## src/rtl/mmss_timer.sv

```systemverilog
// mmss_timer -- prescaled minutes:seconds up/down timer.
//
// A PRE_W-bit prescaler divides mclk down to a once-per-second tick. Each tick
// moves the MM:SS time register up or down. Counting up wraps from
// MIN_MAX:59 to 00:00. Counting down stops at 00:00, raises a done strobe, and
// then freezes until a nonzero load arrives or mode returns to up.
//
// Ports:
//   mclk      in   system clock, rising edge
//   rst       in   asynchronous active-high reset
//   enable    in   count gate; the prescaler advances only while high
//   mode      in   0 = count up, 1 = count down
//   clear     in   synchronous zero of time and prescaler
//   load      in   synchronous saturating load of load_min/load_sec
//   load_min  in   [6:0] minutes value for load
//   load_sec  in   [5:0] seconds value for load
//   sec       out  one-cycle strobe per elapsed second
//   done      out  one-cycle strobe when a down-count reaches 00:00
//   expired   out  level: mode==1 and time==00:00
//   r_min     out  [6:0] current minutes
//   r_sec     out  [5:0] current seconds
module mmss_timer #(
  parameter int unsigned CLK_HZ  = 32000000,
  parameter int unsigned PRE_W   = 25,
  parameter int unsigned MIN_MAX = 99
) (
  input  logic       mclk,
  input  logic       rst,
  input  logic       enable,
  input  logic       mode,
  input  logic       clear,
  input  logic       load,
  input  logic [6:0] load_min,
  input  logic [5:0] load_sec,
  output logic       sec,
  output logic       done,
  output logic       expired,
  output logic [6:0] r_min,
  output logic [5:0] r_sec
);

  localparam logic [PRE_W-1:0] PRE_LAST = PRE_W'(CLK_HZ - 1);
  localparam logic [PRE_W-1:0] PRE_ZERO = {PRE_W{1'b0}};
  localparam logic [PRE_W-1:0] PRE_ONE  = {{(PRE_W-1){1'b0}}, 1'b1};
  localparam logic [6:0]       MIN_LAST = 7'(MIN_MAX);
  localparam logic [5:0]       SEC_LAST = 6'd59;

  logic [PRE_W-1:0] pre_q, pre_d;
  logic [6:0]       min_q, min_d;
  logic [5:0]       tsec_q, tsec_d;
  logic             sec_q, sec_d;
  logic             done_q, done_d;
  logic             expired_s;
  logic             advance_s;
  logic             tick_s;

  // Expiry is a level on the registered time, so it follows mode directly
  // (including while rst is held).
  assign expired_s = mode & (min_q == 7'd0) & (tsec_q == 6'd0);
  assign advance_s = enable & ~expired_s;
  assign tick_s    = advance_s & (pre_q == PRE_LAST);

  // Next-state logic: clear beats load beats tick; strobes default low so a
  // tick coinciding with clear or load is discarded.
  always_comb begin
    pre_d  = pre_q;
    min_d  = min_q;
    tsec_d = tsec_q;
    sec_d  = 1'b0;
    done_d = 1'b0;
    if (clear) begin
      pre_d  = PRE_ZERO;
      min_d  = 7'd0;
      tsec_d = 6'd0;
    end else if (load) begin
      pre_d  = PRE_ZERO;
      min_d  = (load_min > MIN_LAST) ? MIN_LAST : load_min;
      tsec_d = (load_sec > SEC_LAST) ? SEC_LAST : load_sec;
    end else if (tick_s) begin
      pre_d = PRE_ZERO;
      sec_d = 1'b1;
      if (mode) begin
        // Ticks never happen at 00:00 in down mode, so the borrow from
        // minutes is always safe.
        if (tsec_q == 6'd0) begin
          tsec_d = SEC_LAST;
          min_d  = min_q - 7'd1;
        end else begin
          tsec_d = tsec_q - 6'd1;
        end
        done_d = (min_q == 7'd0) && (tsec_q == 6'd1);
      end else begin
        if (tsec_q >= SEC_LAST) begin
          tsec_d = 6'd0;
          if (min_q >= MIN_LAST) begin
            min_d = 7'd0;
          end else begin
            min_d = min_q + 7'd1;
          end
        end else begin
          tsec_d = tsec_q + 6'd1;
        end
      end
    end else if (advance_s) begin
      pre_d = pre_q + PRE_ONE;
    end else begin
      pre_d = pre_q;
    end
  end

  // State and strobe registers.
  always_ff @(posedge mclk or posedge rst) begin
    if (rst) begin
      pre_q  <= PRE_ZERO;
      min_q  <= 7'd0;
      tsec_q <= 6'd0;
      sec_q  <= 1'b0;
      done_q <= 1'b0;
    end else begin
      pre_q  <= pre_d;
      min_q  <= min_d;
      tsec_q <= tsec_d;
      sec_q  <= sec_d;
      done_q <= done_d;
    end
  end

  assign sec     = sec_q;
  assign done    = done_q;
  assign expired = expired_s;
  assign r_min   = min_q;
  assign r_sec   = tsec_q;

endmodule

```

## config.mk

```make
export PLATFORM = sky130hd
export DESIGN_NAME = mmss_timer
export DESIGN_NICKNAME = d
export VERILOG_FILES = /design/src/rtl/mmss_timer.sv
export SDC_FILE = /design/constraint.sdc
export NUM_CORES = 1
export LEC_CHECK = 0
export CAP_MARGIN = 20
export CORE_UTILIZATION = 58
export CTS_BUF_LIST = sky130_fd_sc_hd__clkbuf_4
export CTS_CLUSTER_DIAMETER = 50
export DETAILED_ROUTE_END_ITERATION = 8
export GPL_ROUTABILITY_DRIVEN = 0
export PLACE_DENSITY = 0.83
export SYNTH_ARGS = -nofsm -noshare
export SYNTH_HDL_FRONTEND = slang
export SYNTH_SLANG_ARGS = --single-unit
```

## constraint.sdc

```tcl
create_clock -name mclk -period 2.6 [get_ports mclk]
set_input_delay 0.52 -clock mclk [delete_from_list [all_inputs] [get_ports mclk]]
set_output_delay 0.52 -clock mclk [all_outputs]
set_load 0.05 [all_outputs]
```

==> impl_metrics.json, run 1 <==
{
  "status": "complete, no violations",
  "final_core_util": 0.754,
  "antenna_found_initial": 0,
  "final_cell_mix": "dfrtp_1, clkdlybuf4s50_1, nand2_1, o21ai_0, nor2_1",
  "critPathSlowestCell": "dfrtp_1",
  "fin_crit_ps": 2460,
  "finalMaxSlewViolations": 0,
  "cts.sinks": 40,
  "crit_chain": "nor4_4, nand2_1, nor2_2, buf_12",
  "final_cells": 434,
  "pwr_density_cell_mw_per_mm2": 430,
  "start_util": 0.624,
  "crit_type": "flip-flop to output pin",
  "worstPathRequired_ps": 2080,
  "ys_warn_count": 0,
  "vias": 2893,
  "antenna_cells": 0,
  "hold_viol": 0,
  "rsz0062_at_grt": "no",
  "first_global_vias": 2682,
  "place_inst": 426,
  "multiInputGateArea_mm2": 0.00168,
  "cts_tree": "done",
  "avgSynthCellArea_um2": 8.38,
  "yosys.cell_types.count": 60,
  "crit_arrival_ps": 1940,
  "die_width_um": 71.6,
  "p_comb_frac": 0.299,
  "hold_path_class": "input port to asynchronous set/reset pin",
  "drive_gt1_frac": 0.118,
  "synth_edf_count": 0,
  "first_pass_iters": 5,
  "routedWlPerCell_um": 17.2,
  "cp-end-kind": "output pin",
  "place_ws_ps": -82.4,
  "cp_max_fo": 8,
  "max_freq_ghz": 0.407,
  "swShare": 0.362,
  "grt_pass1_wl_um": 12400,
  "clock_path_buffers": 2,
  "h-tree-depth": 2,
  "cts_hold_buffers": 0,
  "async_flop_share": 1.00,
  "yosysSeqAreaShare": 0.356,
  "netlist_instances": 335,
  "clk_latency_ps": 360,
  "drc_errors": 0,
  "p_int_mw": 0.931,
  "cts_buffers": 5,
  "ant_nets": 0,
  "setup-violations-final": 0,
  "cap_violations": 0,
  "clkPwrFrac": 0.226,
  "leakage_nw": 1.38,
  "syn_to_final_growth_pct": 20.9,
  "die_area_mm2": 0.00513,
  "grt_usage": 0.305,
  "pwr-share-seq": 0.475,
  "ys_ff_latch": 40,
  "drtIter0Drc": 303,
  "dominantRegCellSynth": "dfrtp_1",
  "nets": 406,
  "cp_top_family": "simple AND/OR/NAND/NOR gates",
  "clk_pin_slew_ps": 120,
  "wl_um": 7460,
  "rows": 24,
  "whs_ps": 581,
  "max_slew_margin": 0.643,
  "worstSetupStartpointType": "flip-flop",
  "grt_max_degree": 41,
  "placeableCoreArea_mm2": 0.00450,
  "final_common_cell": "dfrtp_1",
  "post-route-period-util": 0.946,
  "setup_ws_ps": 141,
  "seq_area_mm2": 0.00100,
  "netSwitchingPower_mw": 0.528,
  "via_per_inst": 6.67,
  "path_buf_inv": 1,
  "die_y_um": 71.6,
  "synth_nets": 360,
  "ios": 35,
  "worst_pin_slew_ps": 535,
  "vdd_drop_max_v": 0.000270,
  "cpPeakStageDelay_ps": 500,
  "netlist_area_mm2": 0.00281,
  "fillers": 351,
  "cts-root-buf": "clkbuf_4",
  "io_buffers": 34,
  "finClkSkew_ps": 11.9,
  "grt_overflow_total": 0,
  "place_hpwl_um": 5330
}
[state kept, by name (all words and copies together) (netlist names)]
signal	count
r_sec	6
sec	1
done	1
r_min	7
pre_q	25
[power groups by stage]
stage          registers (mW)  clock network, mW  logic [mW]
2_1_floorplan           0.754                  0       0.220
3_3_place_gp            0.699                  0       0.420
3_5_place_dp            0.700                  0       0.429
4_1_cts                 0.689              0.335       0.430
5_1_grt                 0.697              0.356       0.467
6_report                0.693              0.330       0.436
[synth_stat cells (all sizes together), types with 4 or more instances]
cell / instances / area [um2]
nand3: 18 / 90.1
o2111ai: 6 / 52.6
o21ai: 28 / 140
nand2: 27 / 101
clkbuf: 16 / 60.1
o211ai: 7 / 52.6
nor3: 13 / 65.1
dfrtp: 40 / 1000
nor2: 28 / 105
o221ai: 4 / 35.0
or3: 9 / 56.3
nand4: 4 / 40.0
a31oi: 4 / 25.0
xor2: 10 / 87.6
a21oi: 21 / 105
or4: 7 / 52.6
mux2: 4 / 45.0
ha: 6 / 75.1
o31ai: 7 / 52.6
and3: 8 / 51.3
buf: 4 / 20.0
inv: 14 / 52.6
[stage by stage]
stage	area, um2	total power [mW]	TNS [ps]
after global routing	3400	1.52	0
after floorplan	2810	0.974	0
after CTS	3390	1.45	0
after detailed placement	3340	1.13	-283
after global placement	3340	1.12	0
final	3400	1.46	0
[layer usage]
layer,vias up,global-route usage,part of all wire
met1,1359,0.426,0.44
met5,-,0,0
met4,0,0.0980,0.020
li1,1355,-,-
met3,22,0.0605,0.074
met2,157,0.481,0.47
[worst min-delay path: cells and delay by family]
| family | cells | cell delay, ps |
|---|---|---|
| buf+inv | 3 | 880 |
[kinds of logic (layout without fill, tap and decap cells)]
group,Yosys count,in the layout,share of synthesized area
AND/OR/NAND/NOR,130,130,0.250
AO/OA/AOI/OAI,106,106,0.255
flip-flops,40,40,0.356
buffers and inverters,34,81,0.0472
XOR/XNOR,12,12,0.0374
multiplexers,7,7,0.0267
adder cells (fa/ha/maj),6,6,0.0267
[area by class of cell]
| class | instances | share of cell area |
|---|---|---|
| clock inverter | 2 | 0.00331 |
| clock buffer | 6 | 0.0133 |
| sequential | 40 | 0.295 |
| timing repair buffer | 59 | 0.158 |
| tap | 52 | 0.0192 |
| inverter | 14 | 0.0155 |
| multi-input combinational | 261 | 0.495 |
[path summary, 6_finish.rpt]
path / endpoint / startpoint / slack, ps / cells past startpoint
min in group mclk: pre_q[4]$_DFFE_PP0P_ / pre_q[4]$_DFFE_PP0P_ / 590 / 2
max in group asynchronous: r_min[0]$_DFFE_PP0P_ / rst / 1620 / 3
setup reg to reg: pre_q[23]$_DFFE_PP0P_ / r_min[0]$_DFFE_PP0P_ / 200 / 10
hold reg to reg: pre_q[4]$_DFFE_PP0P_ / pre_q[4]$_DFFE_PP0P_ / 590 / 2
hold / removal: done$_DFF_PP0_ / rst / 580 / 3
setup / recovery: expired / r_sec[5]$_DFFE_PP0P_ / 140 / 4
[repair_timing]
| item | CTS | global route |
|---|---|---|
| resized for setup | 0 | 1 |
| hold endpoints to repair | 0 | 0 |
| buffers inserted | 0 | 0 |
| setup endpoints to repair | 0 | 1 |
(Power assumes the default switching activity.)
==> run 2, diff against run 1 <==
--- a/config.mk
+++ b/config.mk
@@ -5,12 +5,10 @@
 export SDC_FILE = /design/constraint.sdc
 export NUM_CORES = 1
 export LEC_CHECK = 0
-export CAP_MARGIN = 20
 export CORE_UTILIZATION = 58
 export CTS_BUF_LIST = sky130_fd_sc_hd__clkbuf_4
 export CTS_CLUSTER_DIAMETER = 50
 export DETAILED_ROUTE_END_ITERATION = 8
-export GPL_ROUTABILITY_DRIVEN = 0
 export PLACE_DENSITY = 0.83
 export SYNTH_ARGS = -nofsm -noshare
 export SYNTH_HDL_FRONTEND = slang
==> results of run 2 <==
The final DEF is identical to that of run 1; final timing and power are the same.
==> run 3, diff against run 2 <==
--- a/config.mk
+++ b/config.mk
@@ -9,6 +9,7 @@
 export CTS_BUF_LIST = sky130_fd_sc_hd__clkbuf_4
 export CTS_CLUSTER_DIAMETER = 50
 export DETAILED_ROUTE_END_ITERATION = 8
+export MAX_ROUTING_LAYER = met4
 export PLACE_DENSITY = 0.83
 export SYNTH_ARGS = -nofsm -noshare
 export SYNTH_HDL_FRONTEND = slang
==> run 3 against run 2 <==
Effect of this change: sequential power about the same; critical path type unchanged; wire length shrank 0.42%; highest routed layer unchanged; sequential cell count stayed put.
==> impl_metrics.json, run 3 (synthesis results as in run 1) <==
{
  "r2r-end": "pre_q[23]$_DFFE_PP0P_",
  "r2r_slack_ps": 210,
  "rows": 24,
  "setup-violations-final": 0,
  "place_inst": 426,
  "setup_ws_ps": 138,
  "hold_viol": 0,
  "crit_type": "flip-flop to output pin",
  "final_common_cell": "dfrtp_1",
  "crit_arrival_ps": 1940,
  "drtIter0Drc": 254,
  "start_util": 0.624,
  "drc_errors": 0,
  "cts_tree": "done",
  "fillers": 352,
  "cts-root-buf": "clkbuf_4",
  "worstPathRequired_ps": 2080,
  "via_per_inst": 6.62,
  "clk_pin_slew_ps": 120,
  "rsz0062_at_grt": "no",
  "clk_latency_ps": 360,
  "drive_gt1_frac": 0.115,
  "clock_path_buffers": 2,
  "wl_um": 7430,
  "fin_area_mm2": 0.00339,
  "cts.sinks": 40,
  "nets": 406,
  "r2r-start": "r_sec[0]$_DFFE_PP0P_",
  "worstSetupStartpointType": "flip-flop",
  "ctsResizeCount": 0,
  "largest_reg_flops": 25,
  "pwr_density_cell_mw_per_mm2": 429,
  "grt_overflow_total": 0,
  "cap_violations": 0,
  "vias": 2875,
  "cp_max_fo": 8,
  "finClkSkew_ps": 11.4,
  "die_area_mm2": 0.00513,
  "place.gp.congestion": 0.869,
  "grt_usage": 0.314,
  "ant_nets": 0,
  "worst_pin_slew_ps": 529,
  "syn_to_final_growth_pct": 20.8,
  "antenna_found_initial": 0,
  "place_hpwl_um": 5330,
  "whs_ps": 582,
  "ios": 35,
  "final_cells": 434,
  "finalMaxSlewViolations": 0,
  "h-tree-depth": 2,
  "placeableCoreArea_mm2": 0.00450,
  "first_global_vias": 2691,
  "die_width_um": 71.6,
  "grt_max_degree": 41,
  "vdd_drop_max_v": 0.000269,
  "first_pass_iters": 6,
  "die_y_um": 71.6,
  "post-route-period-util": 0.947,
  "cts_buffers": 5,
  "cts_hold_buffers": 0,
  "postCtsSetupBuffers": 0,
  "max_freq_ghz": 0.406,
  "antenna_cells": 0,
  "leakage_nw": 1.38,
  "place_area_mm2": 0.00334,
  "status": "complete, no violations",
  "io_buffers": 34,
  "max_slew_margin": 0.645,
  "grt_pass1_wl_um": 12400,
  "fin_tns_setup_ps": 0,
  "hold_path_class": "input port to asynchronous set/reset pin",
  "place_ws_ps": -82.4,
  "final_cell_mix": "dfrtp_1, clkdlybuf4s50_1, nand2_1, o21ai_0, nor2_1",
  "worst_r2r_path_depth": 8,
  "cp-end-kind": "output pin",
  "fin_crit_ps": 2460,
  "routedWlPerCell_um": 17.1,
  "top_register": "pre_q"
}
==> run 3: cell types whose count changed in the layout (fill, tap and decap cells not counted) <==
cell    change
nor3_1      +1
nor3_2      -1
==> run 3: through the flow <==
| step | power [mW] | utilization |
|---|---|---|
| final | 1.45 | 0.753 |
| after global routing | 1.52 | 0.753 |
| after CTS | 1.45 | 0.753 |
| after detailed placement | 1.13 | 0.741 |
| after global placement | 1.12 | 0.741 |
| after floorplan | 0.974 | - |
==> run 3: final cells by class <==
| cell class | count | area, um2 | area share |
|---|---|---|---|
| sequential | 40 | 1000 | 0.295 |
| clock buffer | 6 | 45.0 | 0.0133 |
| multi-input combinational | 261 | 1680 | 0.495 |
| timing repair buffer | 59 | 538 | 0.159 |
| inverter | 14 | 52.6 | 0.0155 |
| clock inverter | 2 | 11.3 | 0.00332 |
| tap | 52 | 65.1 | 0.0192 |
==> run 3: worst max-delay path by stage <==
| stage | start | endpoint | cells after the start |
|---|---|---|---|
| finish | r_sec[5]$_DFFE_PP0P_ | expired | 4 |
| global route | r_min[2]$_DFFE_PP0P_ | expired | 4 |
| CTS | r_min[0]$_DFFE_PP0P_ | expired | 7 |
| detailed placement | mode | pre_q[23]$_DFFE_PP0P_ | 9 |
| global placement | mode | pre_q[23]$_DFFE_PP0P_ | 9 |
| floorplan | r_min[0]$_DFFE_PP0P_ | r_min[0]$_DFFE_PP0P_ | 9 |
==> run 3: layer usage <==
metal,share of wire,track usage,vias to the layer above
met5,0,-,-
met4,0.018,0.0980,0
met3,0.064,0.0563,22
met2,0.47,0.484,151
met1,0.44,0.426,1342
li1,-,-,1360
==> run 3: worst max-delay path, cell delays in order, from the launching register on <==
cell and delay, ps:
dfrtp_1 500, nor4_4 500, nand2_1 240, nor2_2 200
buf_12 150
==> run 3: power by group <==
group	leakage [nW]	switching (mW)	internal, mW
clock	0.0293	0.213	0.114
combinational	0.807	0.263	0.173
sequential	0.544	0.0473	0.644
